--- src/rtl/vita_rx_packetizer.sv ---
// vita_rx_packetizer: wraps a timestamped 32-bit sample stream into 36-bit
// VITA-49 data packets (flags[35:32] + data[31:0]) for the packet-router FIFO.
// Optional macro VITA_RX_PKT_TRANS_HEADER_EN: when defined, a leading TRANS word
// {20'd0, seqnum} carries SOF; when undefined, the packet starts at the HDR word.
module vita_rx_packetizer #(
    parameter int BASE = 0
) (
    input  logic        clk,
    input  logic        reset,
    input  logic        clear,
    input  logic        set_stb,
    input  logic [7:0]  set_addr,
    input  logic [31:0] set_data,
    input  logic [63:0] vita_time,
    input  logic [31:0] sample_i,
    input  logic        sample_eob_i,
    input  logic        sample_src_rdy_i,
    output logic        sample_dst_rdy_o,
    output logic [35:0] data_o,
    output logic        src_rdy_o,
    input  logic        dst_rdy_i,
    output logic [11:0] seqnum_o
);

    localparam logic [7:0] ADDR_HDR   = 8'(BASE);
    localparam logic [7:0] ADDR_SID   = 8'(BASE + 1);
    localparam logic [7:0] ADDR_TRAIL = 8'(BASE + 2);
    localparam logic [7:0] ADDR_SPP   = 8'(BASE + 3);

    typedef enum logic [3:0] {
        IDLE, TRANS, HDR, SID, SECS, TICHI, TICLO, PAYLOAD, PAD, TRAIL
    } state_t;

    state_t      state;
    logic [31:0] hdr_tpl;
    logic [31:0] stream_id;
    logic [31:0] trail_tpl;
    logic [15:0] spp_reg;
    logic [31:0] w_hdr;
    logic [31:0] w_sid;
    logic [31:0] w_trail;
    logic [15:0] w_spp;
    logic [63:0] ts_reg;
    logic [11:0] seqnum;
    logic [15:0] cnt;
    logic        eob_flag;
    logic [31:0] word_r;
    logic        sof_r;
    logic        eof_r;
    logic        vld_r;
    logic [15:0] snap_spp;
    logic [15:0] last_idx;
    logic        xfer_r;
    logic        in_payload;

    // A zero sample count would produce an empty payload, so it is promoted to one
    assign snap_spp   = (spp_reg == 16'd0) ? 16'd1 : spp_reg;
    assign last_idx   = w_spp - 16'd1;
    assign xfer_r     = vld_r && dst_rdy_i;
    assign in_payload = (state == PAYLOAD);

    // Payload samples pass straight through; every other word comes from registers
    assign src_rdy_o        = in_payload ? sample_src_rdy_i : vld_r;
    assign sample_dst_rdy_o = in_payload && dst_rdy_i;
    assign data_o           = in_payload ? {4'b0000, sample_i}
                                         : {2'b00, eof_r, sof_r, word_r};
    assign seqnum_o         = seqnum;

    function automatic logic [31:0] hdr_word(input logic [31:0] tpl,
                                             input logic [11:0] seq,
                                             input logic [15:0] spp);
        return {tpl[31:20], seq[3:0], spp + 16'd6};
    endfunction

    // Settings-bus registers; clear leaves them untouched
    always_ff @(posedge clk or negedge reset) begin
        if (!reset) begin
            hdr_tpl   <= '0;
            stream_id <= '0;
            trail_tpl <= '0;
            spp_reg   <= 16'd1;
        end else if (set_stb) begin
            if (set_addr == ADDR_HDR)   hdr_tpl   <= set_data;
            if (set_addr == ADDR_SID)   stream_id <= set_data;
            if (set_addr == ADDR_TRAIL) trail_tpl <= set_data;
            if (set_addr == ADDR_SPP)   spp_reg   <= set_data[15:0];
        end
    end

    // Packet FSM: snapshots settings at packet start and registers each header word
    always_ff @(posedge clk or negedge reset) begin
        if (!reset) begin
            state    <= IDLE;
            word_r   <= '0;
            sof_r    <= 1'b0;
            eof_r    <= 1'b0;
            vld_r    <= 1'b0;
            seqnum   <= '0;
            cnt      <= '0;
            eob_flag <= 1'b0;
            ts_reg   <= '0;
            w_hdr    <= '0;
            w_sid    <= '0;
            w_trail  <= '0;
            w_spp    <= 16'd1;
        end else if (clear) begin
            state    <= IDLE;
            word_r   <= '0;
            sof_r    <= 1'b0;
            eof_r    <= 1'b0;
            vld_r    <= 1'b0;
            seqnum   <= '0;
            cnt      <= '0;
            eob_flag <= 1'b0;
        end else begin
            case (state)
                IDLE: begin
                    if (sample_src_rdy_i) begin
                        ts_reg   <= vita_time;
                        w_hdr    <= hdr_tpl;
                        w_sid    <= stream_id;
                        w_trail  <= trail_tpl;
                        w_spp    <= snap_spp;
                        cnt      <= '0;
                        eob_flag <= 1'b0;
                        vld_r    <= 1'b1;
                        sof_r    <= 1'b1;
                        eof_r    <= 1'b0;
`ifdef VITA_RX_PKT_TRANS_HEADER_EN
                        state    <= TRANS;
                        word_r   <= {20'd0, seqnum};
`else
                        state    <= HDR;
                        word_r   <= hdr_word(hdr_tpl, seqnum, snap_spp);
`endif
                    end
                end
                TRANS: begin
                    if (xfer_r) begin
                        state  <= HDR;
                        sof_r  <= 1'b0;
                        word_r <= hdr_word(w_hdr, seqnum, w_spp);
                    end
                end
                HDR: begin
                    if (xfer_r) begin
                        state  <= SID;
                        sof_r  <= 1'b0;
                        word_r <= w_sid;
                    end
                end
                SID: begin
                    if (xfer_r) begin
                        state  <= SECS;
                        word_r <= ts_reg[63:32];
                    end
                end
                SECS: begin
                    if (xfer_r) begin
                        state  <= TICHI;
                        word_r <= 32'd0;
                    end
                end
                TICHI: begin
                    if (xfer_r) begin
                        state  <= TICLO;
                        word_r <= ts_reg[31:0];
                    end
                end
                TICLO: begin
                    if (xfer_r) begin
                        state  <= PAYLOAD;
                        vld_r  <= 1'b0;
                        word_r <= '0;
                    end
                end
                PAYLOAD: begin
                    if (sample_src_rdy_i && dst_rdy_i) begin
                        cnt <= cnt + 16'd1;
                        if (cnt == last_idx) begin
                            state    <= TRAIL;
                            word_r   <= w_trail | {31'd0, sample_eob_i};
                            eof_r    <= 1'b1;
                            vld_r    <= 1'b1;
                            eob_flag <= sample_eob_i;
                        end else if (sample_eob_i) begin
                            state    <= PAD;
                            word_r   <= 32'd0;
                            vld_r    <= 1'b1;
                            eob_flag <= 1'b1;
                        end
                    end
                end
                PAD: begin
                    if (xfer_r) begin
                        cnt <= cnt + 16'd1;
                        if (cnt == last_idx) begin
                            state  <= TRAIL;
                            word_r <= w_trail | {31'd0, eob_flag};
                            eof_r  <= 1'b1;
                        end
                    end
                end
                TRAIL: begin
                    if (xfer_r) begin
                        state    <= IDLE;
                        seqnum   <= seqnum + 12'd1;
                        eob_flag <= 1'b0;
                        vld_r    <= 1'b0;
                        eof_r    <= 1'b0;
                        word_r   <= '0;
                    end
                end
                default: state <= IDLE;
            endcase
        end
    end

endmodule
--- config.mk ---
export PLATFORM = sky130hd
export DESIGN_NAME = vita_rx_packetizer
export DESIGN_NICKNAME = d
export VERILOG_FILES = /design/src/rtl/vita_rx_packetizer.sv
export SDC_FILE = /design/constraint.sdc
export NUM_CORES = 1
export LEC_CHECK = 0
export CORE_MARGIN = 2
export CORE_UTILIZATION = 51
export DETAILED_ROUTE_END_ITERATION = 8
export GPL_ROUTABILITY_DRIVEN = 0
export PLACE_DENSITY_LB_ADDON = 0.05
export SYNTH_ARGS = -nofsm -noshare
export SYNTH_HDL_FRONTEND = slang
export SYNTH_SLANG_ARGS = --single-unit
--- constraint.sdc ---
create_clock -name clk -period 2.75 [get_ports clk]
set_input_delay 0.4125 -clock clk [delete_from_list [all_inputs] [get_ports clk]]
set_output_delay 0.4125 -clock clk [all_outputs]
set_load 0.05 [all_outputs]
Word level (Yosys, flattened, before mapping). Index checks and enable logic that the tools add are counted.

$add $sub $neg: 5. Equality and inequality tests: 28. Multiplexer cells: 58. Bitwise operators: 3. Reductions and logical operators: 30.

Operator list (number): 32-bit 2-to-1 mux (12); 32-bit case mux with 8 select lines (1); 16-bit 2-to-1 mux (5); 32-bit by 1-bit bitwise OR with 32-bit output (2); 4-bit 2-to-1 mux (14); 16-bit case mux with 3 select lines (1); 4-bit case mux with 10 select lines (1); 12-bit 2-to-1 mux (3); 34-bit 2-to-1 mux (1); 16-bit by 3-bit adder with 16-bit output, second input constant (2); 3-bit inequality test, second input constant (10); 16-bit by 1-bit adder with 16-bit output, second input constant (1); 16-bit == test (1); 4-bit by 3-bit == test with 1-bit output, second input constant (4); 8-bit by 2-bit == test with 1-bit output, second input constant (2); 16-bit logical NOT (1); 1-bit 2-to-1 mux (16); 16-bit by 1-bit subtractor with 16-bit output, second input constant (1); 5-bit AND reduction (3); 12-bit by 1-bit adder with 12-bit output, second input constant (1); 12-bit AND reduction (1); 4-bit nonzero test (3); 11-bit AND reduction (1); 2-bit AND reduction (5); 22 further kinds (32).

Flip-flop bits (word level): 356. Input bits: 143. Output and inout bits: 50. Logic and storage cells: 141.

Logic depth before layout (Yosys ltp). Gate-level depths: netlist (run 1).

Depth in word-level cells: 6. Mapped depth: 13. Gate-level depth less buffers: 11.

Worst setup path before layout (run 1). OpenSTA, ideal clock, no wires.

Path kind: register to register. Start: register w_spp[0]. End: register word_r[4]. Library setup time: 0.065 ns. Arrival: 2.791 ns. Data required time: 2.685 ns. Path slack: -0.106 ns. Stages on the path, launching flop included: 13. Buffers on the path: 2. Period minus slack after synthesis: 2.856 ns. Cell sequence: dfstp_2 > clkbuf_1 > inv_1 > ha_1 > nor4b_4 > and3_1 > a21boi_0 > o32a_1 > nand2_1 > nor2_1 > o31ai_1 > clkbuf_1 > a22o_1.

Longest elaborated chain between the ends: 6. Elaborated cells on any way between the ends: 11. Classes of those cells: 2 x add/sub; 3 x eq/ne; 5 x mux; 1 x reduce/logical.

RTL lines: start, declared (RTL line 42) `logic [15:0] w_spp;`; start signal, assigned (RTL line 123) `w_spp <= snap_spp;`; 16-bit by 1-bit subtractor with 16-bit output (RTL line 58) `assign last_idx = w_spp - 16'd1;`; 16-bit == test (RTL line 180, 197); 32-bit 2-to-1 mux (RTL line 180) `if (cnt == last_idx) begin`; 32-bit 2-to-1 mux (RTL line 178) `if (sample_src_rdy_i && dst_rdy_i) begin`; 32-bit case mux with 8 select lines (RTL line 116) `case (state)`; 32-bit 2-to-1 mux (RTL line 106) `end else if (clear) begin`; end signal, assigned (RTL line 134) `word_r <= hdr_word(hdr_tpl, seqnum, snap_spp);`; end signal, assigned (RTL line 182) `word_r <= w_trail | {31'd0, sample_eob_i};`; end signal, assigned (RTL line 199) `word_r <= w_trail | {31'd0, eob_flag};`; end, declared (RTL line 47) `logic [31:0] word_r;`.

Parallel ways exist; a longest one is shown, timed or not. The select of a mux whose other input is x is not followed. A chain may end at the register's enable or synchronous reset.

Worst setup path after layout (run 1).
Start: register w_spp[3]. End: register word_r[3].

Same word-level chain as after synthesis.

==> run metrics, run 1 <==
violated checks=negative setup slack; PnR Total Power=17.34 mW; kind of critical path=flop to flop; Hold Crit Class=flop to flop; cell area after technology mapping=15,460 sq um; Worst Hold Margin=498.0 ps; Die Footprint=31,730 sq um; switching power=5.912 mW; register area share after synthesis=51.16%; count of pins on the block boundary=193; port bufs=190; per-cell via count in the routed design=6.017; Yosys reg bits=316; DR DRC count=0; H-tree depth=2; endpoint class of the critical path=flop; antenna violations before repair=0; clock-pin slew on the worst setup and hold paths=60 ps; synthesis-to-layout area growth=31.68%; Pre-antenna DRT Iters=5; number of flops mapped to enable cells by yosys=0; Sequential cell area=7913 sq um; GR Util All Layers=27.53%; Fin Setup TNS=-450.5 ps; per-instance average area after synthesis=11.22 sq um; number of global-route vias before repair=12,170; Slew @ Worst Pin=809.5 ps; Warnings, synthesis=0; number of standard-cell rows in the floorplan=63; Final min period=2812 ps; dominant register cell in the synthesized netlist=sky130_fd_sc_hd__dfrtp_1; Worst Path Max Fanout=5; TritonCTS clock tree=done; standby leakage power=9.333 nW; post-synthesis cell count=1,378; final period utilization=102.2%; Reg power frac=35.8%; Die X-Extent=178.1 microns; count of antenna diodes in the layout=0; multi-input combinational cell area=7382 sq um; clock buffers created by TritonCTS=35; outcome=finished with violations; fillcell total=2,220; post-placement cell area=18,820 sq um; post-route setup slack=-61.63 ps; Worst path max stage delay=550 ps; final routed wire length divided by cell count=21.45 microns; switch share=34.09%; core outline area=29,720 sq um; async set-or-reset flop fraction in the synthesized netlist=100.0%; HPWL reported at the end of detailed placement=29,900 microns; distinct cell type count of the synthesized netlist=78; area of all placed cells without fillers=20,360 sq um; largest cells by area after synthesis=sky130_fd_sc_hd__dfrtp_1 51%, sky130_fd_sc_hd__mux2_2 18%, sky130_fd_sc_hd__nand2_1 4.7%; grt total ovfl=0; pin count of the biggest net entering global routing=92; detailed router's first-iteration violation count=1,090; fmax=355.7 MHz; CP required=3180 ps; RSZ-0062 raised after global routing=yes; share of total power in the clock network=26.7%; cell seen most often among critical-path stages=sky130_fd_sc_hd__or4_4; Core Util, Final=68.52%; Max VDD drop=557.8 uV; share of post-route cells with drive strength above 1=32.58%; Combinational Power Share=37.5%; Max stage delay cell, worst path=sky130_fd_sc_hd__or4_4; max FFs per register=64; most common cell after layout, fill and taps aside=sky130_fd_sc_hd__dfrtp_1; most area-hungry cell type in the Yosys netlist=sky130_fd_sc_hd__dfrtp_1; crit path cell chain=nor3_4, nand3_2, or4_4, a211oi_2, and4_4, a21oi_4, or4_4, buf_8, o2bb2ai_2; initial core utilization=52.03%; worst slew slack as a fraction of its limit=45.62%; final count of hold timing violations=0; DRT Wirelength=43,710 microns; setup violators final=13; number of max-cap violations=0; worst path arrival time=3250 ps; startpoint types=flop; Die Ht=178.1 microns; total count of max-transition violations in the final report=0; clock root buffer=sky130_fd_sc_hd__clkbuf_16; Final Skew=10.47 ps; commonest cells after routing, fill and taps aside=312 x sky130_fd_sc_hd__dfrtp_1, 250 x sky130_fd_sc_hd__mux2_2, 191 x sky130_fd_sc_hd__nand2_1; share of the synthesized area in the top cell type=50.82%; maximum count of clock buffers along a single path=3; net total in the final layout=1,770; CTS sink cnt=316; antenna violation net count after detailed routing=0; Internal Dissipation=11.43 mW; Cell Pwr Density=851.7 nW/um^2; clock latency of the later-clocked register in the worst-skew pair=510 ps; total via count after detailed routing=12,260; first-pass GRT wire length=67,830 microns
through the flow:
stage / setup WS (ps) / instances
final: -61.63 / 2038
after global routing: -139.2 / 2038
after CTS: -30.47 / 2035
after detailed placement: -140.8 / 1963
after global placement: -176.8 / 1963
after floorplan: 5.077 / 1379
worst max-delay path: cells and delay by family (launching register included):
family                 cells  cell delay [ps]
flip-flops                 1              460
buffers and inverters      1              170
AND/OR/NAND/NOR            5             1640
AO/OA/AOI/OAI              3              460
cell type report:
cell class	instances	share of cell area [%]
Sequential cell	316	38.86
Multi-Input combinational cell	955	36.26
Timing Repair Buffer	305	16.72
Clock buffer	52	5.014
Tap cell	390	2.397
Clock inverter	10	0.5654
Inverter	10	0.1844
per-layer routing:
metal | routed length [microns] | GRT usage [%] | vias up
met5 | 0 | 0 | -
met4 | 1120 | 7.411 | 0
met3 | 2791 | 3.772 | 74
met2 | 19750 | 41.99 | 481
met1 | 20050 | 41.32 | 6198
li1 | - | - | 5510
cells by family after synthesis:
logic type      count (synthesis)  share of synthesized area, %
xor+xnor                       48                         2.719
flops                         316                         51.16
compound gates                270                         12.49
buf+inv                       108                         2.962
simple gates                  373                         11.59
fa+ha+maj                       4                        0.3237
other cells                     1                       0.02425
mux                           258                         18.74
worst paths after layout:
check	startpoint	endpoint	slack, ps	cells past startpoint
worst min-delay path	word_r[23]	word_r[23]	500	1
min in group asynchronous	reset	seqnum_o[0]	530	2
worst max register to register	w_spp[3]	word_r[3]	-60	9
worst min register to register	word_r[23]	word_r[23]	500	1
worst max-delay path	w_spp[3]	word_r[3]	-60	9
max in group asynchronous	reset	w_sid[9]	1400	3
power groups by stage:
stage / clock network [mW] / logic, mW / registers (mW)
global route: 4.89 / 6.94 / 6.31
floorplan: 0 / 3.66 / 6.02
global placement: 0 / 6.02 / 6.22
finish: 4.62 / 6.50 / 6.22
CTS: 4.70 / 6.29 / 6.19
detailed placement: 0 / 6.10 / 6.26
cells in the mapped netlist, drive strengths merged, types with 10 or more instances:
library cell  count
a21oi            67
a222oi           26
a31oi            17
a32o             18
and3             11
buf              23
clkbuf           75
dfrtp           314
mux2            252
nand2           193
nand2b           21
nand3            21
nand4            16
nor2             48
nor3             11
o21ai            59
o2bb2ai          10
xnor2            17
xor2             31
what timing repair did:
item                                   4_1_cts  5_1_grt
hold buffers                                 1        0
gates cloned                                 1        1
buffers inserted                             8        3
endpoints found under the hold margin       85        0
pin swaps                                    7       31
setup endpoints to repair                   48       66
gates resized for setup                     25       49
No activity file was read; power rests on OpenSTA's default activity.
==> run 2: changes to the inputs <==
--- a/config.mk
+++ b/config.mk
@@ -6,7 +6,7 @@
 export NUM_CORES = 1
 export LEC_CHECK = 0
 export CORE_MARGIN = 2
-export CORE_UTILIZATION = 51
+export CORE_UTILIZATION = 50
 export DETAILED_ROUTE_END_ITERATION = 8
 export GPL_ROUTABILITY_DRIVEN = 0
 export PLACE_DENSITY_LB_ADDON = 0.05
==> run 2 against run 1 <==
Against the previous run: the run still ends with negative setup slack left; via count shrank 0.55%; count of clock-buffer cells in the layout is the same; critical path type unchanged; register-to-register slack lost 70 ps; die area grew 2.0%; clock power grew 2%; sequential cell count is the same; final area grew 1.2%; first-iteration DRC count shrank 6.6%; sequential power is essentially flat; power grew 1.1%.
==> run metrics, run 2 (synthesis gave the netlist of run 1 again) <==
Max VDD drop=568.1 uV (+1.8%); Worst Hold Margin=427.5 ps (-70.45 ps); max FFs per register=64 (unchanged); Hold Crit Class=input port to asynchronous set/reset pin; Slew @ Worst Pin=664.4 ps (-145.1 ps); count of cells along the worst register-to-register path=15 (+6); post-layout instance count excluding filler cells=2,059 (+1.0%); startpoint types=flop; kind of critical path=flop to flop; Reg-to-Reg Start=w_spp[0]; GR Util All Layers=26.75% (-0.78 points); number of max-cap violations=0 (unchanged); most common cell after layout, fill and taps aside=sky130_fd_sc_hd__dfrtp_1; maximum count of clock buffers along a single path=3 (unchanged); clock root buffer=sky130_fd_sc_hd__clkbuf_16; Die Ht=179.9 microns (+0.97%); Die X-Extent=179.9 microns (+0.97%); clock latency of the later-clocked register in the worst-skew pair=520 ps (about the same); RSZ-0062 raised after global routing=yes; core outline area=30,510 sq um (+2.7%); CTS sink cnt=316 (unchanged); grt total ovfl=0 (unchanged); worst slew slack as a fraction of its limit=55.41% (+9.8 points); setup violators final=29 (+16); CP required=3190 ps (about the same); per-cell via count in the routed design=5.923 (-1.6%); commonest cells after routing, fill and taps aside=311 x sky130_fd_sc_hd__dfrtp_1, 251 x sky130_fd_sc_hd__mux2_2, 192 x sky130_fd_sc_hd__nand2_1; HPWL reported at the end of detailed placement=29,610 microns (-0.96%); final period utilization=104.6% (+2.4 points); Core Util, Final=67.54% (-0.97 points); slack of the worst reg-to-reg path=-130 ps (-70 ps); antenna violations before repair=0 (unchanged); number of standard-cell rows in the floorplan=64 (+1.6%); endpoint of the worst-slack reg-to-reg timing path=word_r[29]; worst path arrival time=3320 ps (+70 ps); Worst Path Max Fanout=5 (unchanged); detailed router's first-iteration violation count=1,018 (-6.6%); number of placed cells counting well taps=1,970 (+0.36%); clock buffers created by TritonCTS=36 (+2.9%); final routed wire length divided by cell count=21.40 microns (-0.23%); net total in the final layout=1,784 (+0.79%); synthesis-to-layout area growth=33.27%; Final min period=2877 ps (+65.42 ps); Die Footprint=32,350 sq um (+2.0%); initial core utilization=50.68% (-1.4 points); fillcell total=2,352 (+5.9%); count of pins on the block boundary=193 (unchanged); number of global-route vias before repair=12,120 (-0.43%); clock-pin slew on the worst setup and hold paths=60 ps (about the same); post-placement cell area=18,850 sq um (+0.15%); PnR Total Power=17.53 mW (+1.1%); area of all placed cells without fillers=20,610 sq um (+1.2%); total count of max-transition violations in the final report=0 (unchanged); H-tree depth=2 (unchanged); outcome=finished with violations; DR DRC count=0 (unchanged); pin count of the biggest net entering global routing=90 (-2.2%); post-route setup slack=-127.0 ps (-65.42 ps); final count of hold timing violations=0 (unchanged); count of antenna diodes in the layout=0 (unchanged); endpoint class of the critical path=flop; violated checks=negative setup slack; share of post-route cells with drive strength above 1=32.83% (+0.25 points); TritonCTS clock tree=done; Cell Pwr Density=850.8 nW/um^2 (-0.10%); port bufs=190 (unchanged); total via count after detailed routing=12,200 (-0.55%); antenna violation net count after detailed routing=0 (unchanged); Pre-antenna DRT Iters=8 (+3); DRT Wirelength=44,050 microns (+0.80%); first-pass GRT wire length=69,180 microns (+2.0%); Final Skew=19.80 ps (+9.331 ps); standby leakage power=9.427 nW (+1.0%); fmax=347.6 MHz (-2.3%)
## run 2: stage by stage
stage	setup slack, ps	TNS [ps]
4_1_cts	-15.70	-18.90
5_1_grt	-205.8	-5696
2_1_floorplan	5.077	0
3_3_place_gp	-148.6	-1902
3_5_place_dp	-135.4	-2532
6_report	-127.0	-2432
## run 2: timing repair
item	in CTS	in global routing
pin swaps	18	22
setup buffers	13	9
hold buffers	1	0
endpoints found under the setup margin	34	68
cloned	1	5
gates resized for setup	32	38
endpoints found under the hold margin	50	0
## run 2: metal layers
metal  GRT usage (%)  part of all wire (%)
met1           39.10                    46
met3           4.376                   5.9
met2           41.23                    46
met4           7.902                   2.8
met5               0                     0
## run 2: layout make-up
cell class,instances,area [sq um],area share [%]
sequential,316,7914,38.40
multi-input combinational,955,7416,35.99
timing repair buffer,318,3566,17.30
clock buffer,52,1051,5.100
tap,396,495.5,2.404
clock inverter,12,127.6,0.6193
inverter,10,37.54,0.1821
## run 2: worst max path at each step
stage | start | to | slack [ps] | cells past startpoint
after floorplan | w_spp[0] | word_r[16] | 5 | 13
after global placement | w_spp[0] | word_r[22] | -150 | 11
after detailed placement | w_spp[2] | state[0] | -140 | 9
after CTS | w_spp[11] | word_r[5] | -20 | 9
after global routing | w_spp[0] | word_r[22] | -210 | 15
final | w_spp[0] | word_r[29] | -130 | 15
## run 2: worst max-delay path, cell delays in order, from the launching register on
cell                        delay (ps)
sky130_fd_sc_hd__dfstp_2           540
sky130_fd_sc_hd__inv_2              40
sky130_fd_sc_hd__ha_4              150
sky130_fd_sc_hd__nor4b_4           130
sky130_fd_sc_hd__buf_4             160
sky130_fd_sc_hd__and3_4            180
sky130_fd_sc_hd__buf_6             100
sky130_fd_sc_hd__o21a_1            200
sky130_fd_sc_hd__a21oi_2           120
sky130_fd_sc_hd__and4_4            260
sky130_fd_sc_hd__a21oi_4            60
sky130_fd_sc_hd__buf_6             130
sky130_fd_sc_hd__nor4_4            210
sky130_fd_sc_hd__buf_6             180
sky130_fd_sc_hd__clkbuf_16         160
sky130_fd_sc_hd__a32o_1            160
## run 2: power breakdown
| group | internal (mW) | switching (mW) |
|---|---|---|
| logic | 3.14 | 3.46 |
| clock network | 2.85 | 1.88 |
| registers | 5.59 | 0.609 |
